--- config.mk ---
export PLATFORM = sky130hd
export DESIGN_NAME = ber_mode_sequencer
export DESIGN_NICKNAME = d
export VERILOG_FILES = /design/src/rtl/ber_mode_sequencer.sv
export SDC_FILE = /design/constraint.sdc
export NUM_CORES = 1
export LEC_CHECK = 0
export ABC_AREA = 0
export CORE_MARGIN = 3
export CORE_UTILIZATION = 25
export DETAILED_ROUTE_END_ITERATION = 6
export PLACE_DENSITY = 0.46
export SYNTH_ARGS = -nofsm -noshare
export SYNTH_HDL_FRONTEND = slang
export SYNTH_SLANG_ARGS = --single-unit
--- constraint.sdc ---
create_clock -name CLK -period 3.6 [get_ports CLK]
set_input_delay 0.72 -clock CLK [delete_from_list [all_inputs] [get_ports CLK]]
set_output_delay 0.72 -clock CLK [all_outputs]
set_load 0.005 [all_outputs]
--- src/rtl/ber_mode_sequencer.sv ---
// BER mode sweep sequencer: steps MAIN_MODE, gates CLR around a dwell window, streams 17-byte count records.
// Optional build macro BER_SEQ_LOOP_EN repeats the sweep until ABORT.
module ber_mode_sequencer #(
    parameter int unsigned DWELL_W    = 32,
    parameter int unsigned SETTLE     = 16,
    parameter int unsigned FIRST_MODE = 9,
    parameter int unsigned LAST_MODE  = 31
) (
    input  logic               CLK,
    input  logic               RSTX,
    input  logic               START,
    input  logic               ABORT,
    input  logic [DWELL_W-1:0] DWELL,
    input  logic [7:0]         SUB_CFG,
    output logic [7:0]         MAIN_MODE,
    output logic [7:0]         SUB_MODE,
    output logic               CLR,
    input  logic [57:0]        RECV_CNT,
    input  logic [63:0]        ERR_CNT,
    output logic [7:0]         TX_DATA,
    output logic               TX_VALID,
    input  logic               TX_READY,
    output logic               BUSY,
    output logic               DONE
);
    localparam int unsigned REC_W     = 136;
    localparam int unsigned REC_BYTES = 17;
    localparam int unsigned IDX_W     = 5;
    localparam int unsigned SET_W     = (SETTLE > 1) ? $clog2(SETTLE) : 1;
    localparam logic [SET_W-1:0] SETTLE_M1  = SET_W'(SETTLE - 1);
    localparam logic [7:0]       FIRST_M    = 8'(FIRST_MODE);
    localparam logic [7:0]       LAST_M     = 8'(LAST_MODE);
    localparam logic [IDX_W-1:0] LAST_IDX   = IDX_W'(REC_BYTES - 1);

    typedef enum logic [2:0] {
        S_IDLE,
        S_CLEAR,
        S_DWELL,
        S_CAPTURE,
        S_SEND,
        S_FINISH
    } state_e;

    state_e             state_q, state_d;
    logic [7:0]         main_mode_q, main_mode_d;
    logic [7:0]         sub_mode_q, sub_mode_d;
    logic               clr_q, clr_d;
    logic [7:0]         tx_data_q, tx_data_d;
    logic               tx_valid_q, tx_valid_d;
    logic               busy_q, busy_d;
    logic               done_q, done_d;
    logic [SET_W-1:0]   settle_cnt_q, settle_cnt_d;
    logic [DWELL_W-1:0] dwell_cnt_q, dwell_cnt_d;
    logic [DWELL_W-1:0] dwell_m1_q, dwell_m1_d;
    logic [REC_W-1:0]   rec_q, rec_d;
    logic [IDX_W-1:0]   idx_q, idx_d;
    logic               tx_fire;

    assign tx_fire = tx_valid_q && TX_READY;

    // Next-state and registered-output computation; outputs follow the next state.
    always_comb begin
        state_d      = state_q;
        main_mode_d  = main_mode_q;
        sub_mode_d   = sub_mode_q;
        settle_cnt_d = settle_cnt_q;
        dwell_cnt_d  = dwell_cnt_q;
        dwell_m1_d   = dwell_m1_q;
        rec_d        = rec_q;
        idx_d        = idx_q;
        done_d       = 1'b0;

        unique case (state_q)
            S_IDLE: begin
                main_mode_d = 8'h00;
                sub_mode_d  = 8'h00;
                if (START) begin
                    dwell_m1_d   = (DWELL == '0) ? '0 : DWELL - DWELL_W'(1);
                    sub_mode_d   = SUB_CFG;
                    main_mode_d  = FIRST_M;
                    settle_cnt_d = SETTLE_M1;
                    state_d      = S_CLEAR;
                end
            end
            S_CLEAR: begin
                if (settle_cnt_q == '0) begin
                    dwell_cnt_d = dwell_m1_q;
                    state_d     = S_DWELL;
                end else begin
                    settle_cnt_d = settle_cnt_q - SET_W'(1);
                end
            end
            S_DWELL: begin
                if (dwell_cnt_q == '0) begin
                    state_d = S_CAPTURE;
                end else begin
                    dwell_cnt_d = dwell_cnt_q - DWELL_W'(1);
                end
            end
            S_CAPTURE: begin
                rec_d   = {main_mode_q, 6'b0, RECV_CNT, ERR_CNT};
                idx_d   = '0;
                state_d = S_SEND;
            end
            S_SEND: begin
                // Record is a shift register: the outgoing byte is always the top byte.
                if (tx_fire) begin
                    rec_d = {rec_q[REC_W-9:0], 8'h00};
                    idx_d = idx_q + IDX_W'(1);
                    if (idx_q == LAST_IDX) begin
                        if (main_mode_q == LAST_M) begin
                            done_d = 1'b1;
`ifdef BER_SEQ_LOOP_EN
                            main_mode_d  = FIRST_M;
                            settle_cnt_d = SETTLE_M1;
                            state_d      = S_CLEAR;
`else
                            state_d      = S_FINISH;
`endif
                        end else begin
                            main_mode_d  = main_mode_q + 8'd1;
                            settle_cnt_d = SETTLE_M1;
                            state_d      = S_CLEAR;
                        end
                    end
                end
            end
            S_FINISH: begin
                main_mode_d = 8'h00;
                sub_mode_d  = 8'h00;
                state_d     = S_IDLE;
            end
            default: begin
                state_d = S_IDLE;
            end
        endcase

        // Abort wins over everything, including a START in the same cycle.
        if (ABORT) begin
            state_d     = S_IDLE;
            main_mode_d = 8'h00;
            sub_mode_d  = 8'h00;
            idx_d       = '0;
            done_d      = 1'b0;
        end

        clr_d      = (state_d != S_DWELL);
        busy_d     = (state_d != S_IDLE);
        tx_valid_d = (state_d == S_SEND);
        tx_data_d  = tx_valid_d ? rec_d[REC_W-1 -: 8] : 8'h00;
    end

    always_ff @(posedge CLK or negedge RSTX) begin
        if (!RSTX) begin
            state_q      <= S_IDLE;
            main_mode_q  <= 8'h00;
            sub_mode_q   <= 8'h00;
            clr_q        <= 1'b1;
            tx_data_q    <= 8'h00;
            tx_valid_q   <= 1'b0;
            busy_q       <= 1'b0;
            done_q       <= 1'b0;
            settle_cnt_q <= '0;
            dwell_cnt_q  <= '0;
            dwell_m1_q   <= '0;
            rec_q        <= '0;
            idx_q        <= '0;
        end else begin
            state_q      <= state_d;
            main_mode_q  <= main_mode_d;
            sub_mode_q   <= sub_mode_d;
            clr_q        <= clr_d;
            tx_data_q    <= tx_data_d;
            tx_valid_q   <= tx_valid_d;
            busy_q       <= busy_d;
            done_q       <= done_d;
            settle_cnt_q <= settle_cnt_d;
            dwell_cnt_q  <= dwell_cnt_d;
            dwell_m1_q   <= dwell_m1_d;
            rec_q        <= rec_d;
            idx_q        <= idx_d;
        end
    end

    assign MAIN_MODE = main_mode_q;
    assign SUB_MODE  = sub_mode_q;
    assign CLR       = clr_q;
    assign TX_DATA   = tx_data_q;
    assign TX_VALID  = tx_valid_q;
    assign BUSY      = busy_q;
    assign DONE      = done_q;

endmodule

# Word-level counts from Yosys, hierarchy flattened
# Cells that the tools add are included.
dict set report word_totals {
  regBits 240
  output_inout_bits 28
  word_cells 94
}
dict set report classes {
  n_addsub 5
  eq_ne 19
  mux 38
  reduce_logical 18
}
# cell n
set op_table {}
lappend op_table {{case mux 136 bit (2 select lines)} 1}
lappend op_table {{2-to-1 mux 136 bit} 1}
lappend op_table {{2-to-1 mux 32 bit} 3}
lappend op_table {{zero test 32 bit} 2}
lappend op_table {{case mux 32 bit (2 select lines)} 1}
lappend op_table {{subtractor 32 x 1 -> 32 bit, second input constant} 2}
lappend op_table {{2-to-1 mux 8 bit} 7}
lappend op_table {{2-to-1 mux 4 bit} 6}
lappend op_table {{case mux 8 bit (3 select lines)} 1}
lappend op_table {{2-to-1 mux 3 bit} 7}
lappend op_table {{case mux 8 bit (2 select lines)} 1}
lappend op_table {{case mux 3 bit (5 select lines)} 1}
lappend op_table {{!= test 2 bit, second input constant} 7}
lappend op_table {{case mux 4 bit (3 select lines)} 1}
lappend op_table {{nonzero test 3 bit} 4}
lappend op_table {{2-to-1 mux 5 bit} 2}
lappend op_table {{case mux 5 bit (2 select lines)} 1}
lappend op_table {{== test 3 bit, second input constant} 3}
lappend op_table {{!= test 3 bit, second input constant} 3}
lappend op_table {{adder 8 x 1 -> 8 bit, second input constant} 1}
lappend op_table {{== test 8 x 5 -> 1 bit, second input constant} 1}
lappend op_table {{== test 3 x 2 -> 1 bit, second input constant} 2}
lappend op_table {{AND reduction 2 bit} 3}
lappend op_table {{AND reduction 6 bit} 1}
lappend op_table {{other kinds (13)} 18}

# Logic depth before layout (Yosys ltp)
# Gate-level depths: netlist of the first run.
dict set report logic_depth {
  word_depth 8
  depth_mapped 9
}

# Least setup slack after synthesis of the first run
# OpenSTA, ideal clock, no wires.
dict set report synth_path {
  path_kind {input port to flip-flop}
  startpoint {input port DWELL[20]}
  endpoint {register dwell_m1_q[30]}
  setup_time_ps 124
  arrival_ps 2518
  t_required_ps 3476
  path_slack_ps 958
  stages 5
  n_path_buf 0
  path_cell_list {or4_1 -> nor4b_2 -> nand4_1 -> o31a_1 -> o31a_1}
}
dict set report synth_via {
  elab_chain_cells 2
}
# item line
set synth_lines {}
lappend synth_lines {{from (decl)} 13} ;# input logic [DWELL_W-1:0] DWELL,
lappend synth_lines {{subtractor 32 x 1 -> 32 bit or zero test 32 bit (tied branches)} 78} ;# dwell_m1_d = (DWELL == '0) ? '0 : DWELL - DWELL_W'(1);
lappend synth_lines {{2-to-1 mux 32 bit *} 78}
lappend synth_lines {{to (signal assigned)} 179} ;# dwell_m1_q <= dwell_m1_d;
lappend synth_lines {{to (decl)} 54} ;# logic [DWELL_W-1:0] dwell_m1_q, dwell_m1_d;
# Every way passes the cells marked *; elsewhere a longest branch is shown, timed or not.
# A chain may end at the register's enable or synchronous reset.

# Final worst setup path of the first run
dict set report layout_path {
  startpoint {register dwell_cnt_q[14]}
  endpoint {register dwell_cnt_q[14]}
}
dict set report layout_via {
  elab_chain_cells 3
}
# item line
set layout_lines {}
lappend layout_lines {{from (decl)} 53} ;# logic [DWELL_W-1:0] dwell_cnt_q, dwell_cnt_d;
lappend layout_lines {{from (signal assigned)} 178} ;# dwell_cnt_q <= dwell_cnt_d;
lappend layout_lines {{subtractor 32 x 1 -> 32 bit or zero test 32 bit (tied branches)} {97, 94}}
lappend layout_lines {{2-to-1 mux 32 bit or != test 2 bit (tied branches)} --}
lappend layout_lines {{case mux 32 bit (2 select lines) or AND reduction 3 bit (tied branches)} --}
# Several ways; a longest one is shown, not always the timed one. The select of a mux whose other input is x is not followed.

==> out/results.txt, run 1 <==
status - complete, no violations
Area Overhead vs Synth - 32.0%
Critical-path top delay cell - or4_1
Post-Syn Area - 11,500 sq um
Post-synth top flop - dfrtp_1
critical path endpoint category - register
Worst-Margin Slew - 0.979 ns
mean post-synth cell area - 9.27 sq um
total CTS buffers - 31
I/O Pins - 195
die span in y - 220 um
Final Skew - 0.00797 ns
worst reg2reg path startpoint - dwell_cnt_q[14]
HP Class - input port to asynchronous set/reset pin
R2R setup slack - 0.85 ns
filler cell count - 4,613
H-tree Lvls - 1
fmax - 363 MHz
wire length per cell - 17.5 um
core area - 44,800 sq um
DR vias/cell - 4.84
Final Max Tran Viols - 0
CTS root buf - clkbuf_16
top cells by area, synth - dfrtp_1, nand2_1, a22oi_1
Max Cap Viol - 0
final setup margin - 0.847 ns
CTS Hold Bufs - 0
Pre-antenna DRT Iters - 5
placed instance area - 14,100 sq um
vias in the first global route - 9,933
Slew HR - 0.347
startpoint types - register
period utilization - 0.765
largest net degree at the start of global routing - 133
syn nets - 1,411
total chip power - 6.70 mW
total die area - 48,500 sq um
post-layout min period - 2.75 ns
# rows - 77
pre-CTS setup slack - 0.310 ns
layout cells sized above 1 - 0.0758
I/O Buffers - 194
initial antenna violation count - 6
CTS Sinks - 240
GR Overflow Total - 0
Final nets - 1,575
global-route wire length before repair - 56.9 mm
area leader, netlist - dfrtp_1
cell count after placement - 1,960
pwr dens - 443 nW/um^2
GP Congestion - 0.768
die width - 220 um
Total Wirelength - 35.4 mm
register area - 6010 sq um
vias - 9,767
leakage power - 6.73 nW
maximum VDD drop - 0.349 mV
Total GRT Usage - 0.146
detailed-route DRC error count - 0
worst hold slack - 0.185 ns
Netlist cell types - 67
crit-path cells - or4_1 > nor4_1 > nand4_1 > nand2_1 > o21ai_0
critical path class - register to register
CTS max path bufs - 3
area of the multi-input gates - 5070 sq um
CP max FO - 17
RR Endpoint - dwell_cnt_q[14]
final setup fails - 0
RSZ-0062 raised after global routing - false
post-layout util - 0.338
flop and latch count out of synthesis - 240
DP HPWL - 23.8 mm
sequential area share after synthesis - 0.524
Post-Syn Instances - 1,237
number of flops mapped to enable cells by yosys - 0
Worst Reg-to-Reg Cells - 5
asr flop ratio synth - 1.00
PostCTS Resize Cnt - 0
post-route ant nets - 0
CTS tree - yes
Crit path largest cell delay - 0.63 ns
postcts setup bufs - 0
Initial Util - 0.256
Yosys Warn Count - 0
Synth top area share - 0.521
data required time of the worst path - 4.01 ns
setup TNS - 0 ns
clk slew on worst S/H paths - 0.06 ns
final std cells w/o fill - 2,019
design area - 15,100 sq um
critical path arrival - 3.16 ns
final hold vios - 0
Skew-Pair Late Insertion Delay - 0.56 ns
initial drt markers - 609
sequential cells by signal, summed over array words and instances (netlist names):
signal,cells
dwell_cnt_q,32
DONE,1
MAIN_MODE,8
settle_cnt_q,4
idx_q,5
SUB_MODE,8
TX_DATA,8
rec_q,136
TX_VALID,1
CLR,1
state_q,3
dwell_m1_q,32
BUSY,1
worst max path at each step:
| stage | from | endpoint | slack, ns | cells after the start |
|---|---|---|---|---|
| after CTS | dwell_cnt_q[14] | dwell_cnt_q[14] | 0.81 | 5 |
| after global placement | DWELL[4] | dwell_m1_q[4] | 0.36 | 7 |
| after global routing | dwell_cnt_q[14] | dwell_cnt_q[14] | 0.60 | 5 |
| after detailed placement | DWELL[4] | dwell_m1_q[4] | 0.31 | 7 |
| after floorplan | DWELL[20] | dwell_m1_q[30] | 0.96 | 5 |
| final | dwell_cnt_q[14] | dwell_cnt_q[14] | 0.85 | 5 |
area by class of cell:
class | instances | share of cell area
inverter | 15 | 0.00372
multi-input combinational | 890 | 0.335
sequential | 240 | 0.397
clock inverter | 15 | 0.00868
antenna | 3 | 0.000496
timing repair buffer | 223 | 0.149
tap | 592 | 0.0489
clock buffer | 41 | 0.0577
per-layer routing:
layer / up-vias / track usage / wire [um]
li1: 4751 / - / -
met1: 4749 / 0.208 / 16800
met2: 203 / 0.225 / 16000
met3: 58 / 0.0301 / 1810
met4: 6 / 0.0399 / 798
met5: - / 0 / 34
layout by cell type (no fill, tap or decap), types with 8 or more instances in the layout:
master	netlist	final
nand2_1	328	328
dfrtp_1	239	239
clkdlybuf4s50_1	0	193
a22oi_1	126	126
o21ai_0	60	60
nor2_1	51	50
clkbuf_16	0	31
nor3_1	25	25
a21oi_1	23	23
xor2_1	22	22
nand3_1	22	22
buf_4	0	22
o31ai_1	21	21
inv_1	15	15
a31oi_1	15	15
or4_1	11	11
and3_1	11	11
a22o_1	11	11
nand4_1	11	11
clkinv_2	0	11
nand2b_1	9	9
nor4_1	10	9
or3_1	9	9
xnor2_1	8	8
cell usage after synthesis (5+ instances only):
library cell	count
nand2_1	328
dfrtp_1	239
a22oi_1	126
clkbuf_1	79
o21ai_0	60
nor2_1	51
nor3_1	25
a21oi_1	23
nand3_1	22
xor2_1	22
o31ai_1	21
a31oi_1	15
inv_1	15
a22o_1	11
and3_1	11
nand4_1	11
or4_1	11
buf_2	10
nor4_1	10
nand2b_1	9
or3_1	9
xnor2_1	8
ha_1	7
nor2b_1	7
o211ai_1	6
o32ai_1	6
a2bb2oi_1	5
a41oi_1	5
mux2i_1	5
o2bb2ai_1	5
o31a_1	5
or2_2	5
or3b_2	5
power by group:
| part | internal (mW) | total [mW] | leakage, nW | switching [mW] |
|---|---|---|---|---|
| Clock | 1.83 | 3.02 | 0.505 | 1.19 |
| Sequential | 2.85 | 2.97 | 3.16 | 0.116 |
| Combinational | 0.349 | 0.715 | 3.07 | 0.366 |
kinds of logic after synthesis:
logic type	share of synthesized area
AOI/OAI and AO/OA	0.196
muxes	0.00436
xor gates and xnor gates	0.0229
buffers and inverters	0.0368
adders and majority gates	0.00763
and+or+nand+nor	0.208
DFF	0.524
worst max-delay path: cells and delay by family, from the launching register on:
kind,cells,cell delay (ns)
flops,1,0.42
compound gates,1,0.20
simple gates,4,1.98
(Power assumes the default switching activity.)
==> run 2: changes to the inputs <==
- clock period: 3.6 -> 2.9 ns (I/O delays scaled with it)
==> run 2 against run 1 <==
Net effect: hold slack better by 0.28 ns; clock power grew 20%; critical path type unchanged; critical path depth up 2; maximum frequency grew 4.4%; wire length grew 0.41%; clock-buffer cell count decreased by 1.
==> out/results.txt, run 2 (same netlist as run 1, synthesis figures left out) <==
DR vias/cell - 4.81
global-route wire length before repair - 57.1 mm
Total Wirelength - 35.6 mm
die span in y - 220 um
CTS tree - yes
critical path class - register to register
period utilization - 0.909
initial antenna violation count - 3
status - complete, no violations
PostCTS Resize Cnt - 0
maximum VDD drop - 0.368 mV
crit-path cells - or4_1 > buf_4 > nor4_1 > and4_1 > nor2_1 > buf_4 > a22o_1
HP Class - register to register
Max Cap Viol - 0
pwr dens - 538 nW/um^2
RSZ-0062 raised after global routing - false
data required time of the worst path - 3.34 ns
final hold vios - 0
most common cell after layout, fill and taps aside - nand2_1
Total GRT Usage - 0.146
final setup fails - 0
detailed-route DRC error count - 0
Critical-path top delay cell - or4_1
design area - 15,300 sq um
CTS root buf - clkbuf_16
die width - 220 um
DP HPWL - 24.4 mm
layout cells sized above 1 - 0.0929
post-route ant nets - 0
fmax - 379 MHz
GP Congestion - 0.778
Largest regs - rec_q: 136 flops, dwell_cnt_q: 32 flops, dwell_m1_q: 32 flops
CTS Sinks - 240
total CTS buffers - 30
final std cells w/o fill - 2,046
CTS max path bufs - 3
placed instance area - 14,400 sq um
max reg flops - 136
total die area - 48,500 sq um
CP max FO - 8
setup TNS - 0 ns
Biggest register - rec_q
initial drt markers - 741
core area - 44,800 sq um
cell count after placement - 1,989
startpoint types - register
critical path arrival - 3.08 ns
H-tree Lvls - 1
Worst-Margin Slew - 0.690 ns
Skew-Pair Late Insertion Delay - 0.56 ns
# rows - 77
largest net degree at the start of global routing - 133
Final Skew - 0.00755 ns
leakage power - 6.86 nW
R2R setup slack - 0.26 ns
Final nets - 1,604
post-layout util - 0.343
wire length per cell - 17.4 um
Pre-antenna DRT Iters - 7
CTS Hold Bufs - 1
I/O Pins - 195
GR Overflow Total - 0
Initial Util - 0.256
clk slew on worst S/H paths - 0.06 ns
commonest cells after routing, fill and taps aside - nand2_1, dfrtp_1, clkdlybuf4s50_1
Area Overhead vs Synth - 33.8%
Crit path largest cell delay - 0.54 ns
most used cell, CP - buf_4
postcts setup bufs - 0
vias in the first global route - 9,950
Final Max Tran Viols - 0
I/O Buffers - 194
vias - 9,837
critical path endpoint category - register
post-layout min period - 2.64 ns
Slew HR - 0.537
-- run 2: cell count changes in the layout (fill, tap and decap cells not counted), sizes merged --
cell	delta
buf	+29
clkinv	-1
dlygate4sd3	+1
clkbuf	-1
bufinv	-1
clkinvlp	+2
diode	-2
-- run 2: cell type report --
cell class | instances | area [sq um]
Multi-Input combinational cell | 890 | 5070
Sequential cell | 240 | 6010
Fill cell | 4694 | 29400
Tap cell | 592 | 741
Clock inverter | 15 | 115
Antenna cell | 1 | 2.50
Inverter | 15 | 56.3
Clock buffer | 40 | 850
Timing Repair Buffer | 253 | 2500
-- run 2: critical path: cells and delay by family (launching register included) --
kind / cells / cell delay [ns]
AND/OR/NAND/NOR: 4 / 1.54
buffers and inverters: 2 / 0.39
AO/OA/AOI/OAI: 1 / 0.20
flip-flops: 1 / 0.40
-- run 2: path summary, 6_finish.rpt --
kind                                 start         endpoint  cells past startpoint
min in group asynchronous             RSTX        rec_q[33]                      2
max reg2reg                dwell_cnt_q[14]  dwell_cnt_q[25]                      7
max in group asynchronous             RSTX              CLR                      3
max                        dwell_cnt_q[14]  dwell_cnt_q[25]                      7
min reg2reg                     rec_q[134]       rec_q[134]                      2
min                             rec_q[134]       rec_q[134]                      2
-- run 2: power breakdown --
| part | internal (mW) | switching (mW) |
|---|---|---|
| sequential | 3.54 | 0.146 |
| combinational | 0.472 | 0.464 |
| clock | 2.14 | 1.49 |
-- run 2: stage by stage --
| step | power, mW | setup slack (ns) | hold WS [ns] |
|---|---|---|---|
| after CTS | 8.40 | 0.240 | 0.471 |
| after floorplan | 4.13 | 0.367 | 0.284 |
| after global placement | 4.68 | 0.0199 | 0.449 |
| after detailed placement | 4.69 | -0.0110 | 0.457 |
| after global routing | 8.65 | 0.126 | 0.491 |
| final | 8.25 | 0.264 | 0.467 |
-- run 2: metal layers --
metal  routed length (um)  vias to the layer above  share of wire  GRT usage
met1                16800                     4764           0.47      0.208
met4                  772                        4          0.022     0.0333
met2                16100                      203           0.45      0.228
li1                     -                     4816              -          -
met3                 1870                       50          0.053     0.0320
met5                   23                        -        0.00065          0
